### src/rtl/self_purging_voter_ctrl_if.sv
// Replica-data and health-status bundle for the self-purging voter.
interface self_purging_voter_ctrl_if #(
    parameter int unsigned N = 6,
    parameter int unsigned W = 4
);
    logic [N*W-1:0] in;
    logic           valid_in;
    logic           clear_purge;
    logic [W-1:0]   out;
    logic           valid_out;
    logic           no_majority;
    logic [N-1:0]   active_mask;
    logic           purge_event;
    logic           fail;
    logic [1:0]     state;

    modport master (
        output in, valid_in, clear_purge,
        input  out, valid_out, no_majority, active_mask, purge_event, fail, state
    );

    modport slave (
        input  in, valid_in, clear_purge,
        output out, valid_out, no_majority, active_mask, purge_event, fail, state
    );
endinterface

### src/rtl/self_purging_voter_ctrl.sv
// Bitwise majority voter over N replicas; purges a replica after K consecutive
// disagreements with the vote, bounded below by MIN_ACTIVE survivors.
module self_purging_voter_ctrl #(
    parameter int unsigned N          = 6,
    parameter int unsigned W          = 4,
    parameter int unsigned K          = 3,
    parameter int unsigned MIN_ACTIVE = 3
) (
    input logic clk,
    input logic rst,
    self_purging_voter_ctrl_if.slave bus
);
    localparam int unsigned CW = $clog2(N + 1);
    localparam int unsigned KW = $clog2(K + 1);

    typedef enum logic [1:0] {
        ST_NORMAL   = 2'd0,
        ST_DEGRADED = 2'd1,
        ST_FAILED   = 2'd2
    } state_t;

    state_t          state_q;
    logic [W-1:0]    out_q;
    logic            valid_q;
    logic            nm_q;
    logic [N-1:0]    mask_q;
    logic            pe_q;
    logic            fail_q;
    logic [KW-1:0]   cnt_q [N];

    logic [CW-1:0]   act_cnt;
    logic [CW-1:0]   c1 [W];
    logic [W-1:0]    vote;
    logic            tie_any;
    logic [N-1:0]    mism;
    logic [N-1:0]    cand;
    logic [CW-1:0]   ncand;
    logic            purge_ok;
    logic            purge_blk;

    // Vote among active replicas and find replicas about to hit K mismatches
    always_comb begin
        act_cnt   = '0;
        vote      = '0;
        tie_any   = 1'b0;
        mism      = '0;
        cand      = '0;
        ncand     = '0;
        for (int unsigned b = 0; b < W; b++) c1[b] = '0;
        for (int unsigned i = 0; i < N; i++) act_cnt = act_cnt + CW'(mask_q[i]);
        for (int unsigned b = 0; b < W; b++) begin
            for (int unsigned i = 0; i < N; i++)
                if (mask_q[i]) c1[b] = c1[b] + CW'(bus.in[i*W + b]);
            if ({c1[b], 1'b0} > {1'b0, act_cnt}) vote[b] = 1'b1;
            else if ({c1[b], 1'b0} == {1'b0, act_cnt}) tie_any = 1'b1;
        end
        for (int unsigned i = 0; i < N; i++) begin
            mism[i] = mask_q[i] && (bus.in[i*W +: W] != vote);
            if (mism[i] && (cnt_q[i] >= KW'(K - 1))) begin
                cand[i] = 1'b1;
                ncand   = ncand + CW'(1);
            end
        end
        purge_ok  = (ncand != '0) && ((act_cnt - ncand) >= CW'(MIN_ACTIVE));
        purge_blk = (ncand != '0) && !purge_ok;
    end

    // Output, mask, counter and health-state registers
    always_ff @(posedge clk or posedge rst) begin
        if (rst) begin
            out_q   <= '0;
            valid_q <= 1'b0;
            nm_q    <= 1'b0;
            mask_q  <= '1;
            pe_q    <= 1'b0;
            fail_q  <= 1'b0;
            state_q <= ST_NORMAL;
            for (int unsigned i = 0; i < N; i++) cnt_q[i] <= '0;
        end else begin
            valid_q <= bus.valid_in;
            pe_q    <= 1'b0;
            if (bus.valid_in) begin
                out_q <= vote;
                nm_q  <= tie_any;
            end
            if (bus.clear_purge) begin
                mask_q  <= '1;
                fail_q  <= 1'b0;
                state_q <= ST_NORMAL;
                for (int unsigned i = 0; i < N; i++) cnt_q[i] <= '0;
            end else if (bus.valid_in) begin
                for (int unsigned i = 0; i < N; i++) begin
                    if (!mask_q[i] || !mism[i]) cnt_q[i] <= '0;
                    else if (cand[i])           cnt_q[i] <= purge_ok ? '0 : KW'(K);
                    else                        cnt_q[i] <= cnt_q[i] + KW'(1);
                end
                if (purge_ok) begin
                    mask_q <= mask_q & ~cand;
                    pe_q   <= 1'b1;
                    if (state_q == ST_NORMAL) state_q <= ST_DEGRADED;
                end
                if (purge_blk) begin
                    fail_q  <= 1'b1;
                    state_q <= ST_FAILED;
                end
            end
        end
    end

    assign bus.out         = out_q;
    assign bus.valid_out   = valid_q;
    assign bus.no_majority = nm_q;
    assign bus.active_mask = mask_q;
    assign bus.purge_event = pe_q;
    assign bus.fail        = fail_q;
    assign bus.state       = state_q;
endmodule

### src/flat_wrapper.sv
// flat-port wrapper written by rule: the top's interface ports become plain ports
module self_purging_voter_ctrl_flat 
#(
    parameter int unsigned N          = 6,
    parameter int unsigned W          = 4,
    parameter int unsigned K          = 3,
    parameter int unsigned MIN_ACTIVE = 3
)
  (clk, rst, bus_in, bus_valid_in, bus_clear_purge, bus_out, bus_valid_out, bus_no_majority, bus_active_mask, bus_purge_event, bus_fail, bus_state);
  self_purging_voter_ctrl_if #(.N(N), .W(W)) bus_i ();
  input logic clk;
  input logic rst;
  input wire logic [$bits(bus_i.in)-1:0] bus_in;
  input wire logic [$bits(bus_i.valid_in)-1:0] bus_valid_in;
  input wire logic [$bits(bus_i.clear_purge)-1:0] bus_clear_purge;
  output wire logic [$bits(bus_i.out)-1:0] bus_out;
  output wire logic [$bits(bus_i.valid_out)-1:0] bus_valid_out;
  output wire logic [$bits(bus_i.no_majority)-1:0] bus_no_majority;
  output wire logic [$bits(bus_i.active_mask)-1:0] bus_active_mask;
  output wire logic [$bits(bus_i.purge_event)-1:0] bus_purge_event;
  output wire logic [$bits(bus_i.fail)-1:0] bus_fail;
  output wire logic [$bits(bus_i.state)-1:0] bus_state;
  assign bus_i.in = bus_in;
  assign bus_i.valid_in = bus_valid_in;
  assign bus_i.clear_purge = bus_clear_purge;
  assign bus_out = bus_i.out;
  assign bus_valid_out = bus_i.valid_out;
  assign bus_no_majority = bus_i.no_majority;
  assign bus_active_mask = bus_i.active_mask;
  assign bus_purge_event = bus_i.purge_event;
  assign bus_fail = bus_i.fail;
  assign bus_state = bus_i.state;
  self_purging_voter_ctrl #(.N(N), .W(W), .K(K), .MIN_ACTIVE(MIN_ACTIVE)) u_core (.clk(clk), .rst(rst), .bus(bus_i));
endmodule
### config.mk
export PLATFORM = sky130hd
export DESIGN_NAME = self_purging_voter_ctrl_flat
export DESIGN_NICKNAME = d
export VERILOG_FILES = /design/src/rtl/self_purging_voter_ctrl_if.sv /design/src/rtl/self_purging_voter_ctrl.sv /design/src/flat_wrapper.sv
export SDC_FILE = /design/constraint.sdc
export NUM_CORES = 1
export LEC_CHECK = 0
export CORE_MARGIN = 5
export CORE_UTILIZATION = 25
export DETAILED_ROUTE_END_ITERATION = 12
export MAX_ROUTING_LAYER = met4
export SLEW_MARGIN = 15
export SYNTH_ARGS = -nofsm -noshare
export SYNTH_HDL_FRONTEND = slang
export SYNTH_SLANG_ARGS = --single-unit
### constraint.sdc
create_clock -name clk -period 9.69 [get_ports clk]
set_input_delay 1.938 -clock clk [delete_from_list [all_inputs] [get_ports clk]]
set_output_delay 1.938 -clock clk [all_outputs]
set_load 0.005 [all_outputs]
==> results.cfg <==
[synth]
yosysSeqAreaShare_pct = 20.24
synth_top_cell_area_share_pct = 20.03
yosysWarnings = 0
yosys-top-cells-count = 56 x ha_1, 39 x mux2_2, 28 x xnor2_1
syn_area_per_cell_um2 = 9.404
syn_area_mm2 = 0.003498
yosysUniqueCellTypes = 53
synth_top_cell_by_area = ha_1
async_reset_ff_share_pct = 100.0
syn_inst = 372
synth_nets = 460
synthFlopType = dfrtp_1
ys_ff_latch = 28
synth_most_common_cell = ha_1
synthTopCellsByArea = ha_1 20%, dfrtp_1 16%, mux2_2 13%, xnor2_1 7.0%, dfstp_2 4.5%
synth_edf_count = 0

[power_and_ir_drop]
peakVddDrop_mv = 0.1574
power_density_mw_per_mm2 = 345.9
power_leakage_nw = 2.317
power_mw = 1.913

[sta]
period_share_pct = 98.54
finalHoldViolCount = 0
fin_hold_ws_ns = 0.5267
max_slew.worst_pin.slew_ns = 0.9946
slew_headroom_pct = 33.56
drv_slew = 0
period_needed_ns = 9.549
rsz0062_at_grt = yes
setup_viol = 0
max_freq_mhz = 104.7
finalClockSkew_ns = 0.001809

[detailed_routing]
dr.pass1.iters = 4
wire_per_inst_um = 16.73
wirelength_um = 10860
drcViolationCount = 0
drt_iter0_markers = 195
antenna_violating_nets_post_route = 0
vias = 3158
routed_via_density = 4.866

[floorplanning]
die_w_um = 128.3
io_pins = 44
num_rows = 43
core_mm2 = 0.01383
die_h_um = 128.3
start_util_pct = 25.30
die-area_mm2 = 0.01646

[place]
hpwl_um = 7720
place_congestion = 0.8120
port_buffers = 43

[worst_setup_path]
r2r_cells = 35
crit_required_ns = 9.83
slowest_stage = fa_2
slowest_delay_ns = 0.52
r2r_end = u_core.cnt_q[5]
path_class = in2reg
arrival_ns = 9.69
path_max_fanout = 5
cp-end-kind = register
reg2reg_setup_slack_ns = 1.23
cp-start-kind = primary input
reg2reg_from = u_core.bus.active_mask[0]

[min_path]
hold_end = u_core.cnt_q[2]
hold_depth = 2
worstHoldStart = u_core.cnt_q[2]
min_path_type = reg2reg

[grt]
antenna_found_initial = 0
grt_pass1_wl_um = 17330
grt_pass1_vias = 3367
grt_usage_pct = 13.40
grt_max_degree = 29
overflow = 0

[cts]
cts_tree = done
clk-insertion-delay-late_ns = 0.26
clk_pin_slew_worst_paths_ns = 0.07
clk_path_buf_depth = 2
clock_sink_count = 28
cts-root-buf = clkbuf_16
cts_buffers = 3
htree_num_levels = 1

[layout]
multi_input_area_mm2 = 0.003451
num_antenna_cells = 0
final_core_util_pct = 40.01
syn_to_final_growth_pct = 58.12
finalNetCount = 558
regArea_um2 = 708.2
drive_gt1_share_pct = 42.43
fillers = 1280

[flow_run]
maxCapViolations = 0

[run_status]
status = finished, final reports clean
-- power by group --
| part | switching [mW] | total (mW) | leakage [nW] | internal [mW] |
|---|---|---|---|---|
| clock network | 0.0416 | 0.105 | 0.0442 | 0.0634 |
| registers | 0.0247 | 0.172 | 0.348 | 0.148 |
| logic | 0.734 | 1.64 | 1.93 | 0.902 |
-- worst max-delay path: cells and delay by family --
family	cells	cell delay, ns
adder cells (fa/ha/maj)	11	2.87
AO/OA/AOI/OAI	6	1.41
AND/OR/NAND/NOR	3	0.36
multiplexers	9	2.25
XOR/XNOR	1	0.13
buffers and inverters	6	0.73
-- state kept, by name (all words and copies together), names as in the netlist --
name / count
u_core.bus.purge_event: 1
u_core.bus.fail: 1
u_core.bus.active_mask: 6
u_core.bus.out: 4
u_core.bus.state: 2
u_core.bus.no_majority: 1
u_core.cnt_q: 12
u_core.bus.valid_out: 1
-- timing repair --
item	4_1_cts	5_1_grt
hold buffers	0	0
gates cloned	2	0
buffers inserted	11	8
pin swaps	28	32
setup endpoints to repair	22	22
gates resized for setup	88	46
-- through the flow --
| step | area [um^2] | setup slack [ns] | cells | setup TNS, ns |
|---|---|---|---|---|
| 3_3_place_gp | 4503 | -0.4957 | 624 | -9.460 |
| 6_report | 5532 | 0.1413 | 649 | 0 |
| 2_1_floorplan | 3590 | 0.002242 | 372 | 0 |
| 3_5_place_dp | 4503 | -0.5842 | 624 | -11.23 |
| 5_1_grt | 5532 | -0.07551 | 649 | -0.8148 |
| 4_1_cts | 5220 | 0.01082 | 641 | 0 |
-- cell families (layout without fill, tap and decap cells) --
logic type | Yosys count | in the layout | share of synthesized area [%]
buf+inv | 35 | 132 | 4.042
mux | 42 | 42 | 13.77
fa+ha+maj | 60 | 60 | 22.32
compound gates | 67 | 67 | 14.45
simple gates | 96 | 96 | 13.20
flops | 28 | 28 | 20.24
xor+xnor | 44 | 44 | 11.98
-- routing by layer --
| layer | up-vias | global-route usage (%) | share of wire [%] |
|---|---|---|---|
| li1 | 1540 | - | - |
| met1 | 1530 | 16.71 | 43 |
| met2 | 71 | 23.14 | 52 |
| met3 | 17 | 1.000 | 2.8 |
| met4 | 0 | 3.995 | 2.1 |
| met5 | - | - | 0 |
-- cells in the final DEF (no fill, tap or decap), types with 3 or more instances in the layout --
master and instances:
dfstp_2 6, o21ai_0 6, buf_6 5, xnor2_4 5, buf_4 49, nor2_1 25, buf_12 4, inv_1 20
a21oi_4 4, fa_1 3, clkdlybuf4s50_1 35, nand3_1 5, and2_1 6, a22oi_1 8, and3_1 3, xnor2_2 8
a21oi_1 13, inv_2 4, o21a_1 3, a21o_1 5, clkbuf_2 5, xnor2_1 17, dfrtp_1 22, o21ai_1 8
nand4_1 3, nor3_1 8, xor2_1 13, clkbuf_16 3, ha_2 6, and2_4 4, nand3_4 4, ha_1 18
ha_4 32, mux2_4 28, mux2_2 11, nand2_1 24
-- area by class of cell --
type	instances	share of cell area (%)
clock buffer	4	1.606
multi-input combinational	309	62.38
sequential	28	12.80
tap	180	4.071
inverter	25	1.742
timing repair buffer	103	17.39
-- worst max-delay path by stage --
stage / startpoint / to
floorplan: bus_in[0] / u_core.cnt_q[3]
global placement: bus_in[1] / u_core.cnt_q[5]
detailed placement: bus_in[2] / u_core.cnt_q[5]
CTS: bus_in[0] / u_core.cnt_q[3]
global route: bus_in[1] / u_core.cnt_q[6]
finish: bus_in[1] / u_core.cnt_q[5]
Power figures use the tool's default switching activity.
